## config.mk

```make
export PLATFORM = sky130hd
export DESIGN_NAME = mem_access_unit
export DESIGN_NICKNAME = d
export VERILOG_FILES = /design/src/rtl/mem_access_pkg.sv /design/src/rtl/mem_access_unit_sb_fifo.sv /design/src/rtl/mem_access_unit.sv
export SDC_FILE = /design/constraint.sdc
export NUM_CORES = 1
export LEC_CHECK = 0
export CORE_MARGIN = 2
export CORE_UTILIZATION = 35
export CTS_CLUSTER_SIZE = 12
export DETAILED_ROUTE_END_ITERATION = 10
export HOLD_SLACK_MARGIN = 0.02
export SETUP_SLACK_MARGIN = 0.15
export SYNTH_ARGS = -nofsm -noshare
export SYNTH_HDL_FRONTEND = slang
export SYNTH_SLANG_ARGS = --single-unit
```

## constraint.sdc

```tcl
create_clock -name clk -period 4.5 [get_ports clk]
set_clock_uncertainty 0.1 [all_clocks]
set_input_delay 0.9 -clock clk [delete_from_list [all_inputs] [get_ports clk]]
set_output_delay 0.9 -clock clk [all_outputs]
set_load 0.03 [all_outputs]
```

## src/rtl/mem_access_pkg.sv

```systemverilog
// Shared encodings, store-buffer entry type and small decode helpers
// for the load/store unit and its store buffer.
package mem_access_pkg;

  typedef enum logic [1:0] {
    SIZE_WORD = 2'b00,
    SIZE_HALF = 2'b01,
    SIZE_BYTE = 2'b10,
    SIZE_ILL  = 2'b11
  } size_e;

  localparam logic [1:0] WE_NONE = 2'b00;
  localparam logic [1:0] WE_WORD = 2'b01;
  localparam logic [1:0] WE_HALF = 2'b10;
  localparam logic [1:0] WE_BYTE = 2'b11;

  typedef struct packed {
    logic [31:0] addr;
    logic [31:0] data;
    size_e       size;
  } sb_entry_t;

  function automatic logic is_fault(input size_e size, input logic [1:0] lo);
    logic f;
    case (size)
      SIZE_WORD: f = (lo != 2'b00);
      SIZE_HALF: f = lo[0];
      SIZE_BYTE: f = 1'b0;
      default:   f = 1'b1;
    endcase
    return f;
  endfunction

  function automatic logic [1:0] we_code(input size_e size);
    logic [1:0] c;
    case (size)
      SIZE_WORD: c = WE_WORD;
      SIZE_HALF: c = WE_HALF;
      SIZE_BYTE: c = WE_BYTE;
      default:   c = WE_NONE;
    endcase
    return c;
  endfunction

  function automatic logic [31:0] load_extract(input logic [31:0] word, input logic [1:0] lo,
                                               input size_e size, input logic zext);
    logic [15:0] h;
    logic [7:0]  b;
    logic [31:0] r;
    h = word[{lo[1], 4'b0000} +: 16];
    b = word[{lo, 3'b000} +: 8];
    case (size)
      SIZE_HALF: r = zext ? {16'h0000, h} : {{16{h[15]}}, h};
      SIZE_BYTE: r = zext ? {24'h000000, b} : {{24{b[7]}}, b};
      default:   r = word;
    endcase
    return r;
  endfunction

endpackage

```

## src/rtl/mem_access_unit_sb_fifo.sv

```systemverilog
// Store buffer: circular FIFO of pending stores with a word-address
// compare across all occupied entries for load hazard detection.
module sb_fifo
  import mem_access_pkg::*;
#(
  parameter int DEPTH = 2
) (
  input  logic        clk,
  input  logic        reset,
  input  logic        push,
  input  sb_entry_t   push_entry,
  input  logic        pop,
  input  logic [29:0] cmp_waddr,
  output sb_entry_t   head,
  output logic        full,
  output logic        empty,
  output logic        match
);
  localparam int PW = (DEPTH > 1) ? $clog2(DEPTH) : 1;
  localparam logic [PW:0] FULL_CNT = (PW + 1)'(DEPTH);

  sb_entry_t       entries_r [DEPTH];
  logic [PW-1:0]   wr_ptr_r;
  logic [PW-1:0]   rd_ptr_r;
  logic [PW:0]     count_r;
  logic            push_ok_s;
  logic            pop_ok_s;
  logic [PW-1:0]   off_s;

  assign full      = (count_r == FULL_CNT);
  assign empty     = (count_r == '0);
  assign head      = entries_r[rd_ptr_r];
  assign push_ok_s = push && !full;
  assign pop_ok_s  = pop && !empty;

  // Pointer, occupancy and entry storage update; pointers wrap by width.
  always_ff @(posedge clk or negedge reset) begin
    if (!reset) begin
      wr_ptr_r <= '0;
      rd_ptr_r <= '0;
      count_r  <= '0;
      for (int i = 0; i < DEPTH; i++) begin
        entries_r[i] <= '0;
      end
    end else begin
      if (push_ok_s) begin
        entries_r[wr_ptr_r] <= push_entry;
        wr_ptr_r            <= wr_ptr_r + PW'(1);
      end
      if (pop_ok_s) begin
        rd_ptr_r <= rd_ptr_r + PW'(1);
      end
      case ({push_ok_s, pop_ok_s})
        2'b10:   count_r <= count_r + (PW + 1)'(1);
        2'b01:   count_r <= count_r - (PW + 1)'(1);
        default: count_r <= count_r;
      endcase
    end
  end

  // An entry is live when its distance from the read pointer is below the count.
  always_comb begin
    match = 1'b0;
    off_s = '0;
    for (int i = 0; i < DEPTH; i++) begin
      off_s = PW'(i) - rd_ptr_r;
      match = match | (({1'b0, off_s} < count_r) && (entries_r[i].addr[31:2] == cmp_waddr));
    end
  end

endmodule

```

## src/rtl/mem_access_unit.sv

```systemverilog
// Load/store unit: alignment checking, store buffering with load hazard
// stalls, single-port data-memory arbitration and load data extension.
module mem_access_unit
  import mem_access_pkg::*;
#(
  parameter int SB_DEPTH = 2
) (
  input  logic        clk,
  input  logic        reset,
  input  logic        req_valid,
  output logic        req_ready,
  input  logic        req_load,
  input  logic [1:0]  req_size,
  input  logic        req_unsigned,
  input  logic [31:0] req_addr,
  input  logic [31:0] req_wdata,
  input  logic [4:0]  req_rd,
  output logic        resp_valid,
  output logic [31:0] resp_data,
  output logic [4:0]  resp_rd,
  output logic        misalign,
  output logic        sb_empty,
  output logic [1:0]  mem_we,
  output logic [31:0] mem_a,
  output logic [31:0] mem_wd,
  input  logic [31:0] mem_rd
);
  size_e       size_s;
  logic        fault_s;
  logic        ready_s;
  logic        load_acc_s;
  logic        store_acc_s;
  logic        fault_acc_s;
  logic        drain_s;
  logic        sb_full_s;
  logic        sb_empty_s;
  logic        sb_match_s;
  sb_entry_t   head_s;
  sb_entry_t   push_entry_s;
  logic        resp_valid_r;
  logic        misalign_r;
  logic [31:0] resp_data_r;
  logic [4:0]  resp_rd_r;

  sb_fifo #(.DEPTH(SB_DEPTH)) u_sb (
    .clk        (clk),
    .reset      (reset),
    .push       (store_acc_s),
    .push_entry (push_entry_s),
    .pop        (drain_s),
    .cmp_waddr  (req_addr[31:2]),
    .head       (head_s),
    .full       (sb_full_s),
    .empty      (sb_empty_s),
    .match      (sb_match_s)
  );

  // Request acceptance and memory-port arbitration. A full buffer blocks
  // every aligned request, so draining automatically wins in that case.
  always_comb begin
    size_s  = size_e'(req_size);
    fault_s = is_fault(size_s, req_addr[1:0]);
    if (!reset) begin
      ready_s = 1'b0;
    end else if (fault_s) begin
      ready_s = 1'b1;
    end else if (req_load) begin
      ready_s = !sb_full_s && !sb_match_s;
    end else begin
      ready_s = !sb_full_s;
    end
    fault_acc_s  = req_valid && ready_s && fault_s;
    load_acc_s   = req_valid && ready_s && !fault_s && req_load;
    store_acc_s  = req_valid && ready_s && !fault_s && !req_load;
    drain_s      = !sb_empty_s && !load_acc_s;
    push_entry_s = '{addr: req_addr, data: req_wdata, size: size_s};
    if (drain_s) begin
      mem_we = we_code(head_s.size);
      mem_a  = head_s.addr;
    end else begin
      mem_we = WE_NONE;
      mem_a  = req_addr;
    end
    mem_wd = head_s.data;
  end

  // Response register: one-cycle pulse for each accepted load or fault.
  always_ff @(posedge clk or negedge reset) begin
    if (!reset) begin
      resp_valid_r <= 1'b0;
      misalign_r   <= 1'b0;
      resp_data_r  <= 32'h0000_0000;
      resp_rd_r    <= 5'd0;
    end else begin
      resp_valid_r <= load_acc_s || fault_acc_s;
      misalign_r   <= fault_acc_s;
      resp_data_r  <= load_acc_s ? load_extract(mem_rd, req_addr[1:0], size_s, req_unsigned)
                                 : 32'h0000_0000;
      resp_rd_r    <= (load_acc_s || fault_acc_s) ? req_rd : 5'd0;
    end
  end

  assign req_ready  = ready_s;
  assign sb_empty   = sb_empty_s;
  assign resp_valid = resp_valid_r;
  assign misalign   = misalign_r;
  assign resp_data  = resp_data_r;
  assign resp_rd    = resp_rd_r;

endmodule

```

# After elaboration in Yosys (flattened, before gate mapping)

Index checks and enable logic that the tools add are counted.

Bits in registers: 175
Input port bits: 108
Output and inout bits: 107
Word-level logic and storage cells: 81

Add/subtract/negate cells: 6
$lt $le $gt $ge: 5
Equality and inequality tests: 9
Shift operators: 2
Multiplexer cells: 19
Bitwise logic cells: 3
Reductions and logical operators: 24

Operators by type and width:

| kind                                                                  | number |
|---|---|
| 66-bit 2-to-1 mux                                                     | 4 |
| 132-bit bitwise mux                                                   | 1 |
| 32-bit 2-to-1 mux                                                     | 4 |
| 66-bit demux with 1-bit select                                        | 1 |
| 32-bit one-hot mux with 2 select lines                                | 1 |
| 30-bit equality test                                                  | 2 |
| 32-bit by 6-bit indexed part select with 16-bit output                | 1 |
| 32-bit by 6-bit indexed part select with 8-bit output                 | 1 |
| 1-bit logical AND                                                     | 12 |
| 2-bit equality test, second input constant                            | 4 |
| 2-bit by 1-bit equality test with 1-bit output, second input constant | 3 |
| 1-bit zero test                                                       | 6 |
| 2-bit zero test                                                       | 3 |
| 2-bit one-hot mux with 3 select lines                                 | 1 |
| 5-bit 2-to-1 mux                                                      | 1 |
| 2-bit greater-or-equal comparator, second input constant              | 2 |
| 1-bit by 2-bit < comparator with 1-bit output                         | 2 |
| 1-bit inverter with 2-bit output                                      | 2 |
| 2-bit one-hot mux with 2 select lines                                 | 1 |
| 2-bit nonzero test                                                    | 2 |
| 1-bit 2-to-1 mux                                                      | 3 |
| 1-bit one-hot mux with 3 select lines                                 | 1 |
| 1-bit adder, second input constant                                    | 2 |
| 2-bit by 1-bit adder with 2-bit output, second input constant         | 1 |
| 6 further kinds                                                       | 7 |

# Depth between registers and ports, before layout

Depth in word-level cells: 17
Depth in mapped cells: 12
Gate-level depth less buffers: 11

# Hierarchy

A second synthesis with hierarchy kept.

Cell total of the unflattened synthesis: 814
Area total of the unflattened synthesis: 9801.9 um^2

By module, submodules not included:

| module          | instances | cells each | area an instance (um^2) | sequential area each (um^2) |
|---|---|---|---|---|
| sb_fifo         | 1         | 454        | 6745.2                  | 3403.3 |
| mem_access_unit | 1         | 360        | 3056.7                  | 975.9 |

# Worst setup path before layout

OpenSTA, ideal clock, no wires.

Path kind: in2out
From: in req_addr[12]
To: out mem_a[0]
Data arrival time: 3068 ps
Required time: 3500 ps
Path slack: 432 ps
Cell stages on the path: 8
Path buffers: 2
Cells stage by stage: buf_2 xor2_1 or4_1 nor4_1 a21oi_1 a21oi_4 buf_6 mux2i_1

Cells in the longest elaborated chain, start to end: 14
Elaborated cells on any way between the ends: 16
Classes of those cells: eq/ne (2); mux (4); bitwise (1); reduce/logical (9)

Ends and longest elaborated chain:

| element                             | line                          | source |
|---|---|---|
| start, declared                     | mem_access_unit.sv:15         | `input logic [31:0] req_addr,` |
| 30-bit equality test                | mem_access_unit_sb_fifo.sv:67 | `match = match \| (({1'b0, off_s} < count_r) && (entries_r[i].addr[31:2] == cmp_waddr));` |
| 1-bit logical AND                   | mem_access_unit_sb_fifo.sv:67 |  |
| 1-bit bitwise OR (*)                | mem_access_unit_sb_fifo.sv:67 |  |
| 1-bit zero test (*)                 | mem_access_unit.sv:68         | `ready_s = !sb_full_s && !sb_match_s;` |
| 1-bit logical AND (*)               | mem_access_unit.sv:68         |  |
| 1-bit 2-to-1 mux (*)                | mem_access_unit.sv:67         | `end else if (req_load) begin` |
| 1-bit 2-to-1 mux (*)                | mem_access_unit.sv:65         | `end else if (fault_s) begin` |
| 1-bit 2-to-1 mux (*)                | mem_access_unit.sv:63         | `if (!reset) begin` |
| 1-bit logical AND (*) (3 in series) | mem_access_unit.sv:73         | `load_acc_s = req_valid && ready_s && !fault_s && req_load;` |
| 1-bit zero test (*)                 | mem_access_unit.sv:75         | `drain_s = !sb_empty_s && !load_acc_s;` |
| 1-bit logical AND (*)               | mem_access_unit.sv:75         |  |
| 32-bit 2-to-1 mux (*)               | mem_access_unit.sv:77         | `if (drain_s) begin` |
| end, declared                       | mem_access_unit.sv:24         | `output logic [31:0] mem_a,` |

Mark *: on every way between the ends. The rest lies on a longest branch, timed or not.

# Worst setup path in the final report

From: in req_addr[27]
To: out mem_a[0]

Same word-level chain as after synthesis.

==> metrics.md <==
| Metric | Value |
|---|---|
| IO Count | `215` |
| Post-synth EDFFs | `0` |
| Final Hold Fails | `0` |
| Seq cells post-synth | `175` |
| Max Slew Vio Count | `0` |
| Peak Freq | `0.232 GHz` |
| Synthesis-to-finish area growth | `45.4%` |
| Hold_sp | `u_sb.entries_r[100]$_DFFE_PN0P_` |
| Total GRT Usage | `18.8%` |
| Dpl cells | `1270` |
| Vias in the first global route | `6729` |
| Post-synthesis cell type with the largest combined area | `dfrtp_1` |
| DRC viols | `0` |
| Launching point of the worst reg2reg path | `u_sb.entries_r[65]$_DFFE_PN0P_` |
| Worst hold margin | `394 ps` |
| Crit path max fanout | `5` |
| Critical path required time | `3500 ps` |
| Core Footprint | `0.0250 mm²` |
| Status | `finished, final reports clean` |
| Critical path class | `primary input to output pin` |
| GRT met2 Usage | `30.5%` |
| Max IR drop VDD | `0.300 mV` |
| Post-DP HPWL | `17100 µm` |
| GR met3 Demand/Resource | `5.58%` |
| Starting Density | `35.4%` |
| Top-area cell type share of the netlist area | `49.6%` |
| Worst-path clk slew | `60 ps` |
| Sequential share of the synthesized area | `49.6%` |
| Crit start category | `primary input` |
| Row Count | `58` |
| Die H | `163 µm` |
| MaxCap Viol Count | `0` |
| CTS tree | `built` |
| Maximum buffer depth of the clock tree | `2` |
| Final global-route overflow total | `0` |
| Chip width | `163 µm` |
| Unrepaired setup endpoints after global routing | `yes` |
| ANT nets after route | `0` |
| Vias per inst | `4.89` |
| Port bufs | `214` |
| Busiest grt layer | `met2` |
| Die Area | `0.0265 mm²` |
| Initial antenna violation count | `1` |
| Gp weighted congestion | `0.819` |
| Post-DR wirelength/cell | `18.6 µm` |
| Iter 0 DRT Violations | `290` |
| WL final | `24500 µm` |
| Netlist Area Pre-Place | `0.00883 mm²` |
| Cells after Synth | `695` |
| Largest net degree at the start of global routing | `72` |
| Leakage | `5.73 nW` |
| Global-route wire length before repair | `38400 µm` |
| Critical Path AT | `3310 ps` |
| Vias | `6432` |
| Mapped Avg Cell Area | `12.7 µm²` |
| CTS sink cnt | `175` |
| H-Tree Depth | `4` |
| Worst skew pair latency | `430 ps` |
| Hold_buf cts | `0` |
| Met1 Resource Use GR | `25.0%` |
| Total Power | `0.00905 W` |
| Crit path launch | `req_addr[27]` |
| Rel. slew slack | `24.6%` |
| Final net count | `1083` |
| Total CTS buffers | `17` |
| CTS root buffer | `clkbuf_16` |
| Ys flop type | `dfrtp_1` |
| First-pass DRT Iterations | `4` |
| Ys Warns | `0` |
| Clock period minus worst slack | `4310 ps` |
| Crit end category | `output pin` |
| Pwr/cell area | `705 mW/mm²` |
| Ys async rst share | `100%` |
| Worst hold path class | `flop to flop` |
| Worst-Margin Slew | `1130 ps` |
| Final std cells w/o fill | `1314` |
| Share of cells above drive strength 1 | `41.9%` |
| Final setup fails | `0` |
| Post-Syn Nets | `808` |
| Synth area leaders | `dfrtp_1 50%, mux2_2 27%, xnor2_1 5.7%, mux2i_1 1.4%, nand4_1 1.2%` |
| Post-synthesis cell type count | `41` |
| Final period util | `95.9%` |
-- synth_stat cells, types with 2 or more instances --
cell       instances
mux2_2           214
dfrtp_1          175
xnor2_1           57
clkbuf_1          21
nor2_1            20
a21oi_1           19
nand2_1           17
nand4_1           17
inv_1             16
nand2b_1          15
o21ai_0           13
mux2i_1           12
buf_2             11
xor2_1            10
a221oi_1           7
a22oi_1            7
mux2_1             7
o2bb2ai_1          7
nor2b_1            6
nor4_1             6
ha_1               5
nand3_1            5
and2_1             3
buf_6              3
nor3_1             3
buf_1              2
or2_2              2
or4_1              2
-- kinds of logic after synthesis --
logic type	count (synthesis)	synth area share [%]
flip-flops	175	49.6
AND/OR/NAND/NOR	100	6.02
adder cells (fa/ha/maj)	5	0.708
multiplexers	234	29.8
buffers and inverters	53	2.66
XOR/XNOR	67	6.64
AO/OA/AOI/OAI	61	4.58
-- layout by cell type (no fill, tap or decap), drive strengths merged, types with 19 or more instances in the layout --
cell type	count
a21oi	20
clkdlybuf4s50	146
inv	23
mux2	221
nor2	20
buf	100
dlygate4sd2	19
clkbuf	27
dfrtp	175
xnor2	57
-- per-layer routing --
layer / share of wire, % / vias up
li1: - / 3021
met1: 45 / 3224
met2: 47 / 173
met3: 6.9 / 14
met4: 0.81 / 0
met5: 0 / -
-- repair_timing --
item / in CTS / in global routing
buffers inserted: 7 / 1
resized for setup: 181 / 32
gates cloned: 3 / 0
pin swaps: 31 / 14
setup endpoints to repair: 34 / 32
hold endpoints to repair: 0 / 0
-- state kept, by name (all words and copies together), names as in the netlist --
name            cells
misalign            1
resp_data          32
u_sb.wr_ptr_r       1
resp_valid          1
resp_rd             5
u_sb.entries_r    132
u_sb.rd_ptr_r       1
u_sb.count_r        2
-- power by group --
part	switching (W)	internal [W]	leakage [nW]	total (W)
Sequential	0.000443	0.00219	2.23	0.00263
Clock	0.000666	0.000961	0.308	0.00163
Combinational	0.00227	0.00252	3.20	0.00479
Total	0.00338	0.00567	5.73	0.00905
-- per-stage QoR --
step / utilization (%) / TNS (ps) / cell area [µm²] / setup slack [ps]
detailed placement: 47.3 / -9250 / 11800 / -330
global placement: 47.3 / -8100 / 11800 / -293
global route: 51.4 / 0 / 12800 / 102
finish: 51.4 / 0 / 12800 / 185
CTS: 51.3 / 0 / 12800 / 150
floorplan: - / 0 / 8830 / 432
-- final cells by class --
class,count,area [µm²]
Multi-Input combinational cell,467,4520
Clock buffer,19,443
Timing Repair Buffer,293,2820
Clock inverter,13,199
Fill cell,2256,12100
Tap cell,330,413
Inverter,16,60.1
Sequential cell,175,4380
Antenna cell,1,2.50
-- worst max-delay path, cell delays in order --
cell and delay [ps]:
clkbuf_2 110, xor2_2 200, or4_4 560, nor4_4 290, a21oi_4 120, a21oi_4 180
buf_6 140, buf_8 120, bufbuf_16 260, mux2i_1 180, buf_4 140, buf_12 110
-- worst paths after layout --
check | endpoint | slack [ps] | depth (start not counted)
setup / recovery | mem_a[0] | 190 | 12
min in group asynchronous | u_sb.entries_r[56]$_DFFE_PN0P_ | 560 | 2
hold / removal | u_sb.entries_r[100]$_DFFE_PN0P_ | 390 | 2
max in group asynchronous | u_sb.entries_r[124]$_DFFE_PN0P_ | 1650 | 4
hold reg to reg | u_sb.entries_r[100]$_DFFE_PN0P_ | 390 | 2
setup reg to reg | u_sb.count_r[1]$_DFFE_PN0P_ | 1490 | 11
Power figures use the tool's default switching activity.
